===== src/rtl/icache_boot_loader_if.sv =====
// Stream-in / Icache-write bundle for the boot loader.
// Valid/ready: a word transfers on a rising edge where in_valid and in_ready are
// both high; in_data/in_last must hold while in_valid is high and in_ready is low.
interface icache_boot_loader_if #(
  parameter int ADDR_WIDTH = 8,
  parameter int DATA_WIDTH = 32
);
  logic                  boot_start;
  logic                  in_valid;
  logic                  in_ready;
  logic [DATA_WIDTH-1:0] in_data;
  logic                  in_last;
  logic                  wen;
  logic [ADDR_WIDTH-1:0] boot_addr;
  logic [DATA_WIDTH-1:0] wdata;
  logic                  pc_running;
  logic                  boot_done;
  logic                  boot_err;
  logic [2:0]            dbg_state;

  modport master (
    output boot_start, in_valid, in_data, in_last,
    input  in_ready, wen, boot_addr, wdata, pc_running, boot_done, boot_err, dbg_state
  );

  modport slave (
    input  boot_start, in_valid, in_data, in_last,
    output in_ready, wen, boot_addr, wdata, pc_running, boot_done, boot_err, dbg_state
  );
endinterface


===== src/rtl/icache_boot_loader.sv =====
// Streams an instruction image into consecutive Icache words, then hands the Icache to the PC.
// Optional trailing-checksum verification: define ICACHE_BOOT_CHECKSUM_EN.
module icache_boot_loader #(
  parameter int ADDR_WIDTH = 8,
  parameter int ADDR_NUM   = 256,
  parameter int DATA_WIDTH = 32
) (
  input  logic                  clk,
  input  logic                  rst,
  icache_boot_loader_if.slave   bus
);

  typedef enum logic [2:0] {
    S_IDLE  = 3'd0,
    S_LOAD  = 3'd1,
    S_DRAIN = 3'd2,
    S_DONE  = 3'd3
`ifdef ICACHE_BOOT_CHECKSUM_EN
    ,
    S_CSUM  = 3'd4,
    S_ERR   = 3'd5
`endif
  } state_t;

  // One extra bit so the count can reach ADDR_NUM without wrapping.
  localparam int              CW       = ADDR_WIDTH + 1;
  localparam logic [CW-1:0]   LAST_IDX = CW'(ADDR_NUM - 1);

  state_t                state;
  logic [CW-1:0]         count;
  logic                  wen_q;
  logic [ADDR_WIDTH-1:0] addr_q;
  logic [DATA_WIDTH-1:0] wdata_q;
  logic                  pc_q;
  logic                  done_q;
  logic                  in_ready_c;
  logic                  accept;
  logic                  image_end;

`ifdef ICACHE_BOOT_CHECKSUM_EN
  logic [DATA_WIDTH-1:0] sum_q;
  logic                  err_q;
  assign in_ready_c = (state == S_LOAD) || (state == S_CSUM);
`else
  assign in_ready_c = (state == S_LOAD);
`endif

  assign accept    = bus.in_valid & in_ready_c;
  assign image_end = bus.in_last | (count == LAST_IDX);

  always_ff @(posedge clk or posedge rst) begin
    if (rst) begin
      state   <= S_IDLE;
      count   <= '0;
      wen_q   <= 1'b0;
      addr_q  <= '0;
      wdata_q <= '0;
      pc_q    <= 1'b0;
      done_q  <= 1'b0;
`ifdef ICACHE_BOOT_CHECKSUM_EN
      sum_q   <= '0;
      err_q   <= 1'b0;
`endif
    end else begin
      wen_q <= 1'b0;
      case (state)
        S_IDLE: begin
          if (bus.boot_start) begin
            state <= S_LOAD;
            count <= '0;
`ifdef ICACHE_BOOT_CHECKSUM_EN
            sum_q <= '0;
`endif
          end
        end
        S_LOAD: begin
          if (accept) begin
            wen_q   <= 1'b1;
            addr_q  <= count[ADDR_WIDTH-1:0];
            wdata_q <= bus.in_data;
            count   <= count + 1'b1;
`ifdef ICACHE_BOOT_CHECKSUM_EN
            sum_q   <= sum_q + bus.in_data;
            if (image_end) state <= S_CSUM;
`else
            if (image_end) state <= S_DRAIN;
`endif
          end
        end
        // Final write is on the Icache bus this cycle; it commits on the same
        // edge that hands addressing over to the PC.
        S_DRAIN: begin
          state  <= S_DONE;
          pc_q   <= 1'b1;
          done_q <= 1'b1;
        end
        S_DONE: begin
          if (bus.boot_start) begin
            state  <= S_LOAD;
            count  <= '0;
            pc_q   <= 1'b0;
            done_q <= 1'b0;
`ifdef ICACHE_BOOT_CHECKSUM_EN
            sum_q  <= '0;
`endif
          end
        end
`ifdef ICACHE_BOOT_CHECKSUM_EN
        // The checksum word is consumed, never written; its in_last is don't-care.
        S_CSUM: begin
          if (accept) begin
            if (DATA_WIDTH'(sum_q + bus.in_data) == '0) begin
              state  <= S_DONE;
              pc_q   <= 1'b1;
              done_q <= 1'b1;
            end else begin
              state  <= S_ERR;
              err_q  <= 1'b1;
            end
          end
        end
        S_ERR: begin
          if (bus.boot_start) begin
            state <= S_LOAD;
            count <= '0;
            sum_q <= '0;
            err_q <= 1'b0;
          end
        end
`endif
        default: state <= S_IDLE;
      endcase
    end
  end

  assign bus.in_ready   = in_ready_c;
  assign bus.wen        = wen_q;
  assign bus.boot_addr  = addr_q;
  assign bus.wdata      = wdata_q;
  assign bus.pc_running = pc_q;
  assign bus.boot_done  = done_q;
  assign bus.dbg_state  = state;
`ifdef ICACHE_BOOT_CHECKSUM_EN
  assign bus.boot_err   = err_q;
`else
  assign bus.boot_err   = 1'b0;
`endif

endmodule

===== src/flat_wrapper.sv =====
// flat-port wrapper written by rule: the top's interface ports become plain ports
module icache_boot_loader_flat 
#(
  parameter int ADDR_WIDTH = 8,
  parameter int ADDR_NUM   = 256,
  parameter int DATA_WIDTH = 32
)
  (clk, rst, bus_boot_start, bus_in_valid, bus_in_data, bus_in_last, bus_in_ready, bus_wen, bus_boot_addr, bus_wdata, bus_pc_running, bus_boot_done, bus_boot_err, bus_dbg_state);
  icache_boot_loader_if #(.ADDR_WIDTH(ADDR_WIDTH), .DATA_WIDTH(DATA_WIDTH)) bus_i ();
  input  logic clk;
  input  logic rst;
  input wire logic [$bits(bus_i.boot_start)-1:0] bus_boot_start;
  input wire logic [$bits(bus_i.in_valid)-1:0] bus_in_valid;
  input wire logic [$bits(bus_i.in_data)-1:0] bus_in_data;
  input wire logic [$bits(bus_i.in_last)-1:0] bus_in_last;
  output wire logic [$bits(bus_i.in_ready)-1:0] bus_in_ready;
  output wire logic [$bits(bus_i.wen)-1:0] bus_wen;
  output wire logic [$bits(bus_i.boot_addr)-1:0] bus_boot_addr;
  output wire logic [$bits(bus_i.wdata)-1:0] bus_wdata;
  output wire logic [$bits(bus_i.pc_running)-1:0] bus_pc_running;
  output wire logic [$bits(bus_i.boot_done)-1:0] bus_boot_done;
  output wire logic [$bits(bus_i.boot_err)-1:0] bus_boot_err;
  output wire logic [$bits(bus_i.dbg_state)-1:0] bus_dbg_state;
  assign bus_i.boot_start = bus_boot_start;
  assign bus_i.in_valid = bus_in_valid;
  assign bus_i.in_data = bus_in_data;
  assign bus_i.in_last = bus_in_last;
  assign bus_in_ready = bus_i.in_ready;
  assign bus_wen = bus_i.wen;
  assign bus_boot_addr = bus_i.boot_addr;
  assign bus_wdata = bus_i.wdata;
  assign bus_pc_running = bus_i.pc_running;
  assign bus_boot_done = bus_i.boot_done;
  assign bus_boot_err = bus_i.boot_err;
  assign bus_dbg_state = bus_i.dbg_state;
  icache_boot_loader #(.ADDR_WIDTH(ADDR_WIDTH), .ADDR_NUM(ADDR_NUM), .DATA_WIDTH(DATA_WIDTH)) u_core (.clk(clk), .rst(rst), .bus(bus_i));
endmodule

===== config.mk =====
export PLATFORM = sky130hd
export DESIGN_NAME = icache_boot_loader_flat
export DESIGN_NICKNAME = d
export VERILOG_FILES = /design/src/rtl/icache_boot_loader_if.sv /design/src/rtl/icache_boot_loader.sv /design/src/flat_wrapper.sv
export SDC_FILE = /design/constraint.sdc
export NUM_CORES = 1
export LEC_CHECK = 0
export CORE_MARGIN = 2
export CORE_UTILIZATION = 55
export CTS_BUF_LIST = sky130_fd_sc_hd__clkbuf_4
export CTS_CLUSTER_SIZE = 8
export DETAILED_ROUTE_END_ITERATION = 10
export DONT_BUFFER_PORTS = 1
export GPL_TIMING_DRIVEN = 1
export PLACE_DENSITY = 0.7
export SETUP_SLACK_MARGIN = 0.1
export SYNTH_ARGS = -nofsm -noshare
export SYNTH_HDL_FRONTEND = slang
export SYNTH_SLANG_ARGS = --single-unit
export TNS_END_PERCENT = 50

===== constraint.sdc =====
create_clock -name clk -period 2.1 [get_ports clk]
set_input_delay 0.21 -clock clk [delete_from_list [all_inputs] [get_ports clk]]
set_output_delay 0.21 -clock clk [all_outputs]
set_load 0.02 [all_outputs]

==> results.md, run 1 <==
- Status: finished clean
- Cts bufs inserted: 5
- Top cell by count, worst path: o21ai_1
- Final WL: 4130 µm
- Clock sink total: 53
- Final GP Congestion: 0.713
- Die area: 4580 µm²
- Crit path launch type: flip-flop
- DR vias/cell: ~5.4
- Reg clk slew, reported paths: about 0.14 ns
- Critical Path RT: 2.35 ns
- Die X: 67.7 µm
- Post-DP HPWL: 2770 µm
- Worst setup EP type: flip-flop
- Initial Util: 0.565
- Total GRT Usage: 0.188
- Final setup vio count: 0
- Avg WL per Cell: 16.3 µm
- Crit path time final: about 1.8 ns
- # IOs: 85
- Vias: 1375
- Mapped Cells: 165
- Die height: 67.7 µm
- Layout cells sized above 1: 0.310
- PwrDens: 1410 nW/µm²
- Met3 Use GR: 0.0717
- Family with the most delay on the worst path: simple AND/OR/NAND/NOR gates
- Htree depth: 2
- Worst IR drop on VDD: 0.000811 V
- Max stage delay on crit path: 0.55 ns
- Overall power: 0.00381 W
- Largest net degree at the start of global routing: 42
- Crit-path max FO: 11
- I/O Buffers: 0
- Met2 usage in global routing: 0.313
- Post-Syn Area per Cell: 13.5 µm²
- TritonCTS clock tree: yes
- Final Max Slew Viols: 0
- Routing usage on met1: 0.216
- Vias in the first global route: between 1000 and 1500
- Core area: 3940 µm²
- Worst path cell trace: inv_1 -> ha_1 -> nor2b_1 -> or3_4 -> o21ai_1 -> o21ai_1
- RSZ-0062 raised after global routing: no
- Rows: 23
- Post-CTS setup buffer count: 0
- Final ANT Viol Nets: 0
- Mapped Area: 2230 µm²
- Worst Path Buf+Inv: 1
- Unique masters post-synth: 28
- ANT cells: 0
- Initial antenna violation count: 0
- CP Class: reg -> reg
- Grt total ovfl: 0
- Clk buf depth: 2
- Router iterations before antenna repair: 4
- Hold Crit Class: in -> reg
- WP data arrival: 2.09 ns
- Lkg Pwr: 1.22 nW
- Worst-Skew Late Latency: 0.36 ns
- Fmax: 545 MHz
- Final hold violations: 0
- Yosys warns: 0
- DR iter-0 viols: 98
- #FFs+latches synth: 53
- Drt drc: 0
- Seq/Total Area, Yosys: 0.595
- First-pass GRT wire length: 6260 µm
- Area delta synth->final: 21.1%
- Busiest grt layer: met2
- Final Skew: 0.00997 ns
- Final period utilization: 0.874
- Slowest cell on the critical path: dfrtp_1
- Max_cap viols: 0
- CTS root buf: clkbuf_4
- Setup_tns: 0 ns
- Final net count: 245
## routing by layer
| metal | share of wire | wire length (µm) |
|---|---|---|
| met1 | 0.39 | 1620 |
| met2 | 0.51 | 2120 |
| met3 | 0.080 | 332 |
| met4 | 0.012 | 51 |
| met5 | 0 | 0 |
## stage by stage
| stage | hold WS (ns) | area [µm²] | std cells | setup WS (ns) | utilization |
|---|---|---|---|---|---|
| 5_1_grt | 0.132 | 2700 | 253 | 0.122 | 0.685 |
| 6_report | 0.138 | 2700 | 253 | 0.265 | 0.685 |
| 4_1_cts | 0.144 | 2690 | 253 | 0.187 | 0.683 |
| 2_1_floorplan | 0.319 | 2230 | 166 | 0.287 | - |
| 3_3_place_gp | 0.137 | 2300 | 211 | 0.311 | 0.582 |
| 3_5_place_dp | 0.157 | 2300 | 211 | 0.223 | 0.582 |
## worst reg2reg max path, cell delays in order (launching register included)
cell,delay (ns)
dfrtp_1,0.55
inv_1,0.11
ha_1,0.25
nor2b_1,0.17
or3_4,0.40
o21ai_1,0.17
o21ai_1,0.09
## Yosys cell counts
cell / count / area share
conb_1: 1 / 0.0017
o22ai_1: 1 / 0.0028
a31oi_1: 4 / 0.011
nor2_1: 4 / 0.0067
o21ai_2: 2 / 0.0079
nand2b_1: 1 / 0.0028
a21oi_1: 4 / 0.0090
o31ai_2: 1 / 0.0056
dfrtp_1: 53 / 0.60
ha_1: 6 / 0.034
nor2b_1: 1 / 0.0028
nor2b_4: 1 / 0.0062
o21ai_0: 4 / 0.0090
buf_4: 3 / 0.010
inv_1: 6 / 0.010
buf_6: 1 / 0.0051
o31ai_1: 2 / 0.0067
and3_1: 3 / 0.0084
mux2_2: 40 / 0.20
or3_4: 1 / 0.0051
nand4_1: 2 / 0.0056
nor3_1: 1 / 0.0022
and4_1: 1 / 0.0039
nand3_1: 1 / 0.0022
buf_2: 6 / 0.013
o21ai_1: 7 / 0.016
or3_1: 1 / 0.0028
nand2_1: 7 / 0.012
## cells in the final DEF, fill, tap and decap left out, drive strengths merged
cell	Yosys	layout
or3	2	2
nand2	7	7
and3	3	3
a31oi	4	4
nand3	1	1
o22ai	1	1
nor2	4	4
nor3	1	1
o21ai	13	13
mux2	40	40
dfrtp	53	53
and4	1	1
dlygate4sd3	0	34
nand2b	1	1
o31ai	3	3
inv	6	6
conb	1	2
a21oi	4	4
buf	10	5
nor2b	2	2
nand4	2	2
ha	6	6
clkinv	0	3
clkbuf	0	5
## timing repair
item	4_1_cts	5_1_grt
hold endpoints to repair	56	0
endpoints found under the setup margin	0	2
hold buffers	34	0
resized for setup	0	5
## state kept, by name, summed over array words and instances, names as in the netlist
| signal | flops |
|---|---|
| u_core.bus.wen | 1 |
| u_core.bus.boot_addr | 8 |
| u_core.bus.pc_running | 1 |
| u_core.bus.wdata | 32 |
| u_core.count | 9 |
| u_core.bus.dbg_state | 2 |
## final cells by class
class / instances / area [µm²]
clock buffer: 5 / 37.5
timing repair buffer: 39 / 403
clock inverter: 3 / 17.5
inverter: 6 / 22.5
fill: 272 / 1240
multi-input combinational: 97 / 826
sequential: 53 / 1330
tap: 50 / 62.6
## report_power, final
part	leakage [nW]	internal, W	total [W]	switching (W)
Sequential	0.653	0.00143	0.00222	0.000791
Clock	0.0326	0.000128	0.000426	0.000299
Combinational	0.535	0.000625	0.00117	0.000546
## cell families (layout without fill, tap and decap cells)
family / count (synthesis) / count (layout) / synth area share
adder cells (fa/ha/maj): 6 / 6 / 0.0337
AO/OA/AOI/OAI: 25 / 25 / 0.0679
AND/OR/NAND/NOR: 24 / 24 / 0.0606
other: 1 / 2 / 0.00168
multiplexers: 40 / 40 / 0.202
flip-flops: 53 / 53 / 0.595
buffers and inverters: 16 / 53 / 0.0387
## worst paths after layout
| kind | cells past startpoint | slack, ns | end | start |
|---|---|---|---|---|
| setup / recovery | 6 | 0.27 | u_core.count[2] | u_core.bus.dbg_state[1] |
| hold / removal | 3 | 0.14 | u_core.bus.dbg_state[0] | bus_boot_start |
| setup reg to reg | 6 | 0.27 | u_core.count[2] | u_core.bus.dbg_state[1] |
| hold reg to reg | 2 | 0.51 | u_core.count[8] | u_core.count[8] |
| max in group asynchronous | 3 | 1.25 | u_core.count[2] | rst |
| min in group asynchronous | 2 | 0.30 | u_core.bus.wdata[19] | rst |
Power figures use the tool's default switching activity.
==> run 2, diff against run 1 <==
ABC_AREA = 1   (was not set)
==> results.md, run 2 <==
- Yosys warns: 0
- Final period utilization: 0.852
- CP Class: reg -> reg
- Commonest non-fill, non-tap cells in the layout: 127 x nand2_1, 53 x dfrtp_1, 33 x dlygate4sd3_1, 18 x inv_1, 13 x o21ai_0
- Max stage delay on crit path: 0.54 ns
- ANT cells: 0
- Crit-path max FO: 5
- Met2 usage in global routing: 0.375
- Core area: 4000 µm²
- Post-Syn Area per Cell: 8.73 µm²
- Die X: 68.6 µm
- # IOs: 85
- R2R cell count: 6
- Post-Route Utilization: 0.675
- Final worst slack: 0.310 ns
- Seq/Total Area, Yosys: 0.577
- Final ANT Viol Nets: 0
- Pre-CTS setup slack: 0.254 ns
- Total GRT Usage: 0.207
- Worst r2r dst: u_core.count[4]
- Commonest non-fill, non-tap cell in the layout: nand2_1
- CTS root buf: clkbuf_4
- Reg2Reg Setup Slack: roughly 0.31 ns
- Avg WL per Cell: 13.4 µm
- Lkg Pwr: 1.43 nW
- Layout cells sized above 1: 0.0805
- Status: finished clean
- Post-CTS setup buffer count: 0
- Crit path time final: 1.79 ns
- Hold Crit Class: in -> reg
- Final Max Slew Viols: 0
- Leading area contributor after synthesis: dfrtp_1
- Worst path cell trace: inv_1 -> ha_1 -> nand2_2 -> nand3_1 -> a21oi_1 -> a21oi_1
- RSZ-0062 raised after global routing: no
- Largest net degree at the start of global routing: 35
- Clk pwr share: 0.123
- Clk buf depth: 2
- Final setup vio count: 0
- Worst IR drop on VDD: between 0.0007 and 0.0008 V
- PwrDens: 1390 nW/µm²
- Final WL: 4670 µm
- Initial antenna violation count: 0
- DR vias/cell: 4.93
- I/O Buffers: 0
- Finished Cell Area: between 2000 and 3000 µm²
- Dominant cells by area after synthesis: dfrtp_1 58%, nand2_1 21%, ha_1 3.3%
- Setup_tns: 0 ns
- Overall power: 0.00376 W
- Max_cap viols: 0
- Initial Util: 0.574
- Hold path depth: 3
- Worst-Skew Late Latency: 0.36 ns
- Post-DP HPWL: 3170 µm
- Top-count cell post-synth: nand2_1
- Vias: 1716
- Sw Ratio: 0.477
- Met3 Use GR: 0.0503
- Die area: 4710 µm²
- Unique masters post-synth: 19
- Clock sink total: 53
- Hold_sp: bus_boot_start
- Reg clk slew, reported paths: 0.15 ns
- Max reg flops: 32
- Rows: 23
- Final hold violations: 0
- Busiest grt layer: met2
- Part of the power in registers: 0.564
- Placement Cell Area: 2310 µm²
- Final net count: 340
- Synth top cells by count: 127 x nand2_1, 53 x dfrtp_1, 19 x inv_1
- First-pass GRT wire length: about 7000 µm
- Psw: 0.00179 W
- Final GP Congestion: around 0.8
- Routing usage on met1: 0.232
- Worst setup EP type: flip-flop
- Fillers: 308
- Final Skew: 0.0119 ns
- Slowest cell on the critical path: dfrtp_1
- WP data arrival: between 2 and 2.5 ns
- Mapped Area: around 2300 µm²
- Area delta synth->final: 17.5%
- DR iter-0 viols: 103
- Critical Path RT: ~2.4 ns
- Worst Path Buf+Inv: 1
- Grt total ovfl: 0
- Comb power frac: 0.313
- Vias in the first global route: roughly 1700
- Mapped Cells: ~260
- Worst reg2reg path startpoint: u_core.bus.dbg_state[1]
- Htree depth: 2
- Die height: 68.6 µm
- Router iterations before antenna repair: 4
- Crit path launch type: flip-flop
- Post-synth EDFFs: 0
- Drt drc: 0
- Pint: 0.00197 W
- Post-synth top area share: 0.577
- #FFs+latches synth: 53
- Dominant synthesized flop cell: dfrtp_1
- Top cell by count, worst path: a21oi_1
- Family with the most delay on the worst path: flip-flops
- TritonCTS clock tree: yes
- Cts bufs inserted: 5
- Fmax: 559 MHz
- Hold endpoint: u_core.bus.pc_running
- Synth async-reset ratio: 1.00
[run 2: routing by layer]
metal,vias to the layer above,wire [µm]
met2,57,2240
met3,5,372
met1,784,2000
met5,-,0
li1,870,-
met4,0,54
[run 2: worst reg2reg max path: cells and delay by family (launching register included)]
kind            cells  cell delay, ns
buf+inv             1            0.11
simple gates        2            0.36
fa+ha+maj           1            0.31
compound gates      2            0.38
flops               1            0.54
[run 2: cells by family (layout without fill, tap and decap cells)]
group / Yosys count / count (layout) / synth area share
simple gates: 152 / 152 / 0.266
flops: 53 / 53 / 0.577
buf+inv: 32 / 66 / 0.0741
compound gates: 19 / 19 / 0.0479
fa+ha+maj: 6 / 6 / 0.0327
other cells: 1 / 2 / 0.00163
[run 2: worst max path at each step]
| stage | start | end | cells after the start |
|---|---|---|---|
| 2_1_floorplan | u_core.bus.dbg_state[1] | u_core.bus.boot_addr[4] | 7 |
| 3_3_place_gp | u_core.bus.dbg_state[1] | u_core.bus.wdata[18] | 6 |
| 3_5_place_dp | u_core.bus.dbg_state[1] | u_core.bus.wdata[0] | 6 |
| 4_1_cts | u_core.bus.dbg_state[1] | u_core.bus.wdata[0] | 6 |
| 5_1_grt | u_core.bus.dbg_state[1] | u_core.count[4] | 6 |
| 6_report | u_core.bus.dbg_state[1] | u_core.count[4] | 6 |
[run 2: power by group through the flow]
stage                     Clock, W  Sequential (W)  Combinational [W]
after floorplan                  0         0.00207           0.000982
after global placement           0         0.00213            0.00109
after detailed placement         0         0.00215            0.00112
after CTS                 0.000477         0.00213            0.00118
after global routing      0.000514         0.00218            0.00136
final                     0.000461         0.00212            0.00118
[run 2: per-stage QoR]
stage,hold WS [ns],instances
floorplan,0.320,264
global placement,0.0670,307
detailed placement,0.0643,307
CTS,0.0303,348
global route,0.0734,348
finish,0.0383,348
[run 2: layout make-up]
| type | count | area (µm²) | area share |
|---|---|---|---|
| clock inverters | 1 | 7.51 | 0.00278 |
| multi-input cells | 179 | 805 | 0.298 |
| inverters | 20 | 77.6 | 0.0287 |
| flip-flops and latches | 53 | 1330 | 0.491 |
| clock buffers | 7 | 52.6 | 0.0195 |
| repair buffers | 38 | 368 | 0.136 |
| well taps | 50 | 62.6 | 0.0232 |
[run 2: repair_timing]
action,in CTS,in global routing
endpoints found under the hold margin,45,0
resized for setup,0,2
endpoints found under the setup margin,0,4
hold buffers,33,0
